<file path="src/rtl/gone_fishin_pkg.sv">
// Shared definitions for the lookup-ROM read path.
// Contents: ROM geometry and latency, requester port numbers, the owner
// encoding used by the read arbiter, and the {valid, port} tag that follows
// each accepted read down the ROM latency pipeline.
package gone_fishin_pkg;

  localparam int ROM_ADDR_W  = 6;
  localparam int USER_DATA_W = 16;  // user ROM words are zero-extended to PASS_DATA_W
  localparam int PASS_DATA_W = 20;
  localparam int ROM_RD_LAT  = 2;   // clk edges from rom_addr change to valid rom_data

  localparam logic PORT_ACCESS = 1'b0;  // access controller
  localparam logic PORT_SCORE  = 1'b1;  // score keeper

  typedef enum logic [1:0] {
    OWNER_ACCESS = 2'd0,
    OWNER_SCORE  = 2'd1,
    OWNER_NONE   = 2'd2
  } owner_e;

  typedef struct packed {
    logic valid;
    logic port;
  } rd_tag_t;

  function automatic owner_e owner_of(input logic port);
    return (port == PORT_SCORE) ? OWNER_SCORE : OWNER_ACCESS;
  endfunction

endpackage

</file>
<file path="src/rtl/rom_read_tag_pipe.sv">
// Tag pipeline for the shared ROM read path.
// Each accepted read enters as {valid, port} and leaves DEPTH edges later,
// exactly when the ROM output holds that read's word.
// Ports:
//   clk     in   system clock
//   rst     in   synchronous active-high reset; empties the pipeline
//   tag_i   in   tag of the read accepted at this edge (valid=0 when none)
//   tag_o   out  tag whose data is on rom_data now
//   busy_o  out  OR of all stage valid bits
module rom_read_tag_pipe
  import gone_fishin_pkg::*;
#(
  parameter int DEPTH = ROM_RD_LAT + 1
) (
  input  logic    clk,
  input  logic    rst,
  input  rd_tag_t tag_i,
  output rd_tag_t tag_o,
  output logic    busy_o
);

  rd_tag_t stage_q [DEPTH];

  // NOTE: every stage is reset, not just the valid of the last one; a reset
  // has to discard all in-flight reads so none of them ever returns rvalid.
  always_ff @(posedge clk) begin
    if (rst) begin
      for (int i = 0; i < DEPTH; i++) stage_q[i] <= '0;
    end else begin
      stage_q[0] <= tag_i;
      for (int i = 1; i < DEPTH; i++) stage_q[i] <= stage_q[i-1];
    end
  end

  assign tag_o = stage_q[DEPTH-1];

  always_comb begin
    busy_o = 1'b0;
    for (int i = 0; i < DEPTH; i++) busy_o = busy_o | stage_q[i].valid;
  end

endmodule

</file>
<file path="src/rtl/rom_read_arbiter.sv">
// Two-port read arbiter in front of one synchronous lookup ROM.
// Port 0 is the access controller, port 1 the score keeper. Grants are
// combinational; an accepted read registers its address onto rom_addr and
// its tag into the latency pipeline, and the returned word is captured into
// rdata with a one-cycle rvalid pulse on the issuing port. A requester that
// asserts lock with an accepted read owns the ROM until it drops lock.
// Ports:
//   clk, rst                 clock, synchronous active-high reset
//   req0/lock0/addr0/gnt0    port 0 request, lock, address, grant
//   rvalid0                  port 0 read data valid pulse
//   req1/lock1/addr1/gnt1    port 1 equivalents
//   rvalid1                  port 1 read data valid pulse
//   rdata                    shared read data, held between pulses
//   rom_addr / rom_data      ROM address (registered) and ROM output word
//   busy                     any accepted read still in flight
module rom_read_arbiter
  import gone_fishin_pkg::*;
#(
  parameter int ADDR_W = ROM_ADDR_W,
  parameter int DATA_W = PASS_DATA_W,
  parameter int RD_LAT = ROM_RD_LAT
) (
  input  logic              clk,
  input  logic              rst,
  input  logic              req0,
  input  logic              lock0,
  input  logic [ADDR_W-1:0] addr0,
  output logic              gnt0,
  output logic              rvalid0,
  input  logic              req1,
  input  logic              lock1,
  input  logic [ADDR_W-1:0] addr1,
  output logic              gnt1,
  output logic              rvalid1,
  output logic [DATA_W-1:0] rdata,
  output logic [ADDR_W-1:0] rom_addr,
  input  logic [DATA_W-1:0] rom_data,
  output logic              busy
);

  owner_e            owner_q, owner_d;
  logic              rr_ptr_q, rr_ptr_d;
  logic [ADDR_W-1:0] rom_addr_q, rom_addr_d;
  logic [DATA_W-1:0] rdata_q, rdata_d;
  logic              rvalid0_q, rvalid0_d;
  logic              rvalid1_q, rvalid1_d;

  logic    accept, acc_port, acc_lock;
  rd_tag_t tag_in, tag_out;

  // Grant from the pre-edge owner; a port releasing at this edge cannot
  // hand over in the same cycle, the other port wins the cycle after.
  // NOTE: both grants get a default before the case, so no path through the
  // block leaves them unassigned and no latch is inferred.
  always_comb begin
    gnt0 = 1'b0;
    gnt1 = 1'b0;
    if (!rst) begin
      case (owner_q)
        OWNER_ACCESS: gnt0 = req0;
        OWNER_SCORE:  gnt1 = req1;
        default: begin
          if (req0 && req1) begin
            gnt0 = (rr_ptr_q == PORT_ACCESS);
            gnt1 = (rr_ptr_q == PORT_SCORE);
          end else begin
            gnt0 = req0;
            gnt1 = req1;
          end
        end
      endcase
    end
  end

  assign accept   = (req0 & gnt0) | (req1 & gnt1);
  assign acc_port = gnt1 ? PORT_SCORE : PORT_ACCESS;
  assign acc_lock = gnt1 ? lock1 : lock0;

  always_comb begin
    tag_in.valid = accept;
    tag_in.port  = acc_port;
  end

  rom_read_tag_pipe #(
    .DEPTH (RD_LAT + 1)
  ) u_tag_pipe (
    .clk    (clk),
    .rst    (rst),
    .tag_i  (tag_in),
    .tag_o  (tag_out),
    .busy_o (busy)
  );

  always_comb begin
    owner_d    = owner_q;
    rr_ptr_d   = rr_ptr_q;
    rom_addr_d = rom_addr_q;
    rdata_d    = rdata_q;
    rvalid0_d  = 1'b0;
    rvalid1_d  = 1'b0;

    // Release first; an accept with lock set re-claims below, so an owner
    // streaming with lock held never passes through NONE.
    if ((owner_q == OWNER_ACCESS && !lock0) || (owner_q == OWNER_SCORE && !lock1))
      owner_d = OWNER_NONE;

    if (accept) begin
      rom_addr_d = (acc_port == PORT_SCORE) ? addr1 : addr0;
      rr_ptr_d   = ~acc_port;
      if (acc_lock) owner_d = owner_of(acc_port);
    end

    if (tag_out.valid) begin
      rdata_d   = rom_data;
      rvalid0_d = (tag_out.port == PORT_ACCESS);
      rvalid1_d = (tag_out.port == PORT_SCORE);
    end
  end

  // NOTE: state registers use non-blocking assignment so every register
  // samples pre-edge values regardless of statement order.
  always_ff @(posedge clk) begin
    if (rst) begin
      owner_q    <= OWNER_NONE;
      rr_ptr_q   <= PORT_ACCESS;
      rom_addr_q <= '0;
      rdata_q    <= '0;
      rvalid0_q  <= 1'b0;
      rvalid1_q  <= 1'b0;
    end else begin
      owner_q    <= owner_d;
      rr_ptr_q   <= rr_ptr_d;
      rom_addr_q <= rom_addr_d;
      rdata_q    <= rdata_d;
      rvalid0_q  <= rvalid0_d;
      rvalid1_q  <= rvalid1_d;
    end
  end

  assign rom_addr = rom_addr_q;
  assign rdata    = rdata_q;
  assign rvalid0  = rvalid0_q;
  assign rvalid1  = rvalid1_q;

endmodule

</file>
<file path="config.mk">
export PLATFORM = sky130hd
export DESIGN_NAME = rom_read_arbiter
export DESIGN_NICKNAME = d
export VERILOG_FILES = /design/src/rtl/gone_fishin_pkg.sv /design/src/rtl/rom_read_tag_pipe.sv /design/src/rtl/rom_read_arbiter.sv
export SDC_FILE = /design/constraint.sdc
export NUM_CORES = 1
export LEC_CHECK = 0
export ABC_AREA = 1
export CAP_MARGIN = 20
export CORE_MARGIN = 4
export CORE_UTILIZATION = 44
export CTS_CLUSTER_DIAMETER = 120
export DETAILED_ROUTE_END_ITERATION = 8
export GPL_ROUTABILITY_DRIVEN = 0
export PLACE_DENSITY = 0.85
export SLEW_MARGIN = 5
export SYNTH_ARGS = -nofsm -noshare
export SYNTH_HDL_FRONTEND = slang
export SYNTH_SLANG_ARGS = --single-unit
</file>
<file path="constraint.sdc">
create_clock -name clk -period 2.8 [get_ports clk]
set_input_delay 0.28 -clock clk [delete_from_list [all_inputs] [get_ports clk]]
set_output_delay 0.28 -clock clk [all_outputs]
set_load 0.02 [all_outputs]
</file>
==> impl_metrics.toml, run 1 <==
[outcome]
status = "completed"

[min_path]
min_path_type = "reg2reg"

[setup_path]
cp.required_ps = 2520
cpMaxStageDelayCell = "clkdlybuf4s50_1"
cp_slowest_stage_delay_ps = 640
critPathMostFrequentCell = "clkdlybuf4s50_1"
path_buf_inv = 4
startpoint_type = "input pin"
path_cells = "clkdlybuf4s50_1 > inv_6 > nand2_2 > inv_1 > nand2_1 > nor2_2 > clkdlybuf4s50_1"
worst-setup-path-type = "in2out"
crit_family = "buffers and inverters"
cp_max_fo = 8
cp.arrival_ps = 2030
cp-end-kind = "output port"

[logic_synthesis]
syn_nets = 252
post_synth_inst_count = 214
synth_top_area_share_pct = 47.4
synth_area_um2 = 1560
synth_top_area_cell = "dfxtp_1"
synth_cell_types = 23
seq_area_frac_synth_pct = 47.4
syn_avg_cell_area_um2 = 7.31
yosys_warnings = 0
ys_top_cells_by_area = "dfxtp_1, nor2_1, nand2_1, o21ai_0, inv_1"
ys_ff_latch = 37

[clocking]
cts_resized = 0
cts_setup_buffers = 0
cts-htree-levels = 2
insertion_delay_ps = 330
numCtsBuffers = 5
cts_tree = "done"
hold_buffers = 0
clk_pin_slew_ps = 110
root_buffer = "clkbuf_4"
clock_path_buffers = 2
numClockSinks = 37

[routing]
wl_um = 3550
drtIter0Drc = 75
viasPerCell = 4.55
drcViolationCount = 0
via_count = 1501
wl_per_cell_um = 10.8
ant_nets = 0
dr.pass1.iters = 4

[die]
core_um2 = 3390
die_y_um = 67.6
die_x_um = 67.6
rows = 21
io_pins = 69
die-area_um2 = 4570
initial_core_util_pct = 46.1

[layout]
final_cell_mix = "clkdlybuf4s50_1, nor2_1, dfxtp_1"
syn_to_final_growth_pct = 48.1
layout-drive-gt1-share_pct = 9.15
utilization_pct = 68.3
final_common_cell = "clkdlybuf4s50_1"
nets = 321
n_antenna_cell = 0

[global_routing]
grt_pass1_vias = 1377
grt_pass1_wl_um = 5870
grt_max_degree = 31
grt_use_met2_pct = 27.9
grt_use_met3_pct = 6.82
gr-max-usage-layer = "met2"
overflow = 0
track_usage_pct = 16.9
antenna_found_initial = 0
grt_util_met1_pct = 19.5

[sta]
max_freq_mhz = 434
finClkSkew_ps = 4.37
finalCriticalPeriod_ps = 2310
hold_viol_final = 0
finalCritPeriodShare_pct = 82.4
rsz0062_at_grt = "no"
max_slew_margin_pct = 75.1
fin_tns_setup_ps = 0
tightest_slew_ps = 372
setup_viol = 0
slew_violations = 0
fin_worst_hold_slack_ps = 409

[run]
cap_viol_max_count = 0

[power_and_ir_drop]
p_per_area_nw_per_um2 = 483
leakage_nw = 1.04
ir_drop_mv = 0.226

[placed_design]
hpwl_um = 2680
io_buffers = 68
[sequential cells by signal (all words and copies together), names as in the netlist]
name                cells
owner_q                 2
rdata                  20
rom_addr                6
rr_ptr_q                1
rvalid0                 1
rvalid1                 1
u_tag_pipe.stage_q      6
[final timing paths]
path / start / to / slack (ps) / cells after the start
max: rst / gnt1 / 490 / 7
min: u_tag_pipe.stage_q[0][0]$_SDFF_PP0_ / u_tag_pipe.stage_q[0][2]$_SDFF_PP0_ / 410 / 2
max reg2reg: owner_q[1]$_SDFF_PP1_ / rom_addr[4]$_SDFFE_PP0P_ / 1520 / 7
min reg2reg: u_tag_pipe.stage_q[0][0]$_SDFF_PP0_ / u_tag_pipe.stage_q[0][2]$_SDFF_PP0_ / 410 / 2
[power breakdown]
group	leakage [nW]	switching [mW]	internal, mW	total (mW)
clock	0.0320	0.167	0.0957	0.263
combinational	0.703	0.139	0.136	0.275
sequential	0.303	0.0196	0.561	0.581
total	1.04	0.326	0.794	1.12
[worst register-to-register path: stages (launching register included)]
cell	delay (ps)
dfxtp_1	380
nor2_2	300
inv_2	50
nand2_1	100
nor2_2	70
nor2_4	170
nor2_1	70
nor2_1	90
[per-layer routing]
layer,share of wire [%],vias to the layer above
met3,11,4
met5,0,-
met2,46,59
li1,-,798
met4,0.93,0
met1,42,640
[cells in the mapped netlist]
library cell,n
nand2_2,2
a211oi_1,1
buf_6,2
dfxtp_1,37
nand4_1,2
o21ai_0,20
nand2_4,2
nor2_8,1
inv_2,2
buf_8,1
nand3_1,13
nor2_4,2
nor2_2,4
nand2_1,29
inv_1,21
nor3_1,1
nor2_1,63
o21ai_2,1
nand3_2,1
and3_1,1
inv_6,1
o21ai_1,1
clkbuf_1,6
[kinds of logic (layout without fill, tap and decap cells)]
family                 Yosys count  in the layout  synth area share, %
AO/OA/AOI/OAI                   23             23                 7.76
buffers and inverters           33            103                 9.92
flip-flops                      37             37                 47.4
AND/OR/NAND/NOR                121            121                 35.0
[layout make-up]
cell class | instances | area, um^2
Fill cell | 304 | 1070
Inverter | 24 | 95.1
Clock buffer | 6 | 41.3
Sequential cell | 37 | 741
Timing Repair Buffer | 71 | 703
Multi-Input combinational cell | 144 | 668
Tap cell | 46 | 57.6
Clock inverter | 2 | 10.0
[metrics by stage]
stage	setup WS, ps	instances	instance area, um^2	power (mW)
floorplan	1540	214	1560	0.743
global placement	486	322	2260	0.867
detailed placement	478	322	2260	0.871
CTS	471	330	2320	1.14
global route	337	330	2320	1.19
finish	494	330	2320	1.12
Note: power is estimated with default switching activity, not from simulation.
==> run 2: changes to the inputs <==
- CORE_UTILIZATION: 44 -> 37
- PLACE_DENSITY: 0.85 -> 0.76
- clock period: 2.8 -> 2.1 ns (I/O delays scaled with it)
==> run 2 against run 1 <==
Global-route usage shrank 2.1 points. Sequential share of layout area shrank 1.2 points. Clock power grew 140%.
==> impl_metrics.toml, run 2 (synthesis gave the netlist of run 1 again) <==
[outcome]
status = "completed"

[sta]
fin_tns_setup_ps = 0
fin_ws_ps = 115
max_freq_mhz = 504
max_slew_margin_pct = 79.9
finalCriticalPeriod_ps = 1990
rsz0062_at_grt = "no"
finalCritPeriodShare_pct = 94.5
slew_violations = 0
finClkSkew_ps = 4.64
hold_viol_final = 0
setup_viol = 0
tightest_slew_ps = 301

[setup_path]
reg2reg_to = "rom_addr[1]$_SDFFE_PP0P_"
cp-end-kind = "output port"
ff2ff_path_depth = 8
reg2reg_from = "owner_q[1]$_SDFF_PP1_"
cp.arrival_ps = 1780
rrSetupSlack_ps = 700
cp_max_fo = 4
startpoint_type = "input pin"
worst-setup-path-type = "in2out"
cp.required_ps = 1890

[clocking]
clk_pin_slew_ps = 70
cts_resized = 0
cts-htree-levels = 2
numCtsBuffers = 5
hold_buffers = 0
numClockSinks = 37
cts_tree = "done"
insertion_delay_ps = 280
root_buffer = "clkbuf_8"
cts_setup_buffers = 0
clock_path_buffers = 2

[min_path]
hold_path_startpoint = "u_tag_pipe.stage_q[0][2]$_SDFF_PP0_"
whs_path_depth = 2
min_path_type = "reg2reg"
whs_endpoint = "u_tag_pipe.stage_q[0][4]$_SDFF_PP0_"

[die]
rows = 23
die_y_um = 73.0
initial_core_util_pct = 38.5
die-area_um2 = 5330
io_pins = 69
core_um2 = 4060
die_x_um = 73.0

[global_routing]
antenna_found_initial = 0
grt_use_met3_pct = 5.79
track_usage_pct = 14.8
grt_pass1_vias = 1441
grt_pass1_wl_um = 6240
overflow = 0
grt_max_degree = 31
gr-max-usage-layer = "met2"
grt_util_met1_pct = 17.2
grt_use_met2_pct = 25.6

[routing]
wl_um = 3710
drtIter0Drc = 83
wl_per_cell_um = 11.0
dr.pass1.iters = 4
drcViolationCount = 0
ant_nets = 0
viasPerCell = 4.52
via_count = 1522

[placed_design]
preCtsSetupSlack_ps = 103
hpwl_um = 2830
io_buffers = 68

[layout]
final_cell_mix = "clkdlybuf4s50_1, nor2_1, dfxtp_1"
nets = 324
fillers = 391
syn_to_final_growth_pct = 54.0
largest_reg_flops = 20
final_common_cell = "clkdlybuf4s50_1"
layout-drive-gt1-share_pct = 10.1
n_antenna_cell = 0

[power_and_ir_drop]
p_per_area_nw_per_um2 = 736
ir_drop_mv = 0.402
leakage_nw = 1.08

[run]
cap_viol_max_count = 0
run 2: changes by cell type in the layout (fill, tap and decap cells not counted), sizes merged:
cell | previous run | this run
buf | 3 | 6
bufinv | 0 | 1
clkinv | 2 | 0
clkbuf | 6 | 7
run 2: metal layers:
layer	routed length (um)	vias to the layer above
met3	376	0
met2	1780	64
met1	1560	655
li1	-	803
met5	0	-
met4	0	0
run 2: per-stage QoR:
step / cell area [um^2] / std cells / utilization, % / hold slack (ps) / power [mW]
2_1_floorplan: 1560 / 214 / - / 345 / 0.990
3_3_place_gp: 2290 / 329 / 56.5 / 393 / 1.16
3_5_place_dp: 2290 / 329 / 56.5 / 400 / 1.17
4_1_cts: 2410 / 337 / 59.4 / 416 / 1.80
5_1_grt: 2410 / 337 / 59.4 / 435 / 1.87
6_report: 2410 / 337 / 59.4 / 416 / 1.77
run 2: critical path, stage by stage:
cell	delay (ps)
clkdlybuf4s50_1	540
inv_6	100
nand2_2	90
inv_1	70
nand2_1	70
nor2_2	100
clkdlybuf4s50_1	610
run 2: cell type report:
class	instances	area (um^2)	share of cell area (%)
tap	50	62.6	2.60
sequential	37	741	30.8
multi-input combinational	144	668	27.7
clock buffer	7	86.3	3.58
clock inverter	1	30.0	1.25
inverter	24	95.1	3.95
timing repair buffer	74	726	30.1
run 2: how the worst max path moves through the flow:
stage                                from                       end  slack (ps)  depth (start not counted)
finish                                rst                      gnt1         110                          7
detailed placement                    rst                      gnt1         100                          7
global placement                      rst                      gnt1         140                          7
global route                          rst                      gnt1          40                          7
CTS                                   rst                      gnt1         100                          7
floorplan           owner_q[1]$_SDFF_PP1_  rom_addr[0]$_SDFFE_PP0P_         850                          7
run 2: where the power goes:
| part | switching (mW) | internal [mW] |
|---|---|---|
| combinational | 0.187 | 0.186 |
| clock | 0.236 | 0.387 |
| sequential | 0.0277 | 0.749 |
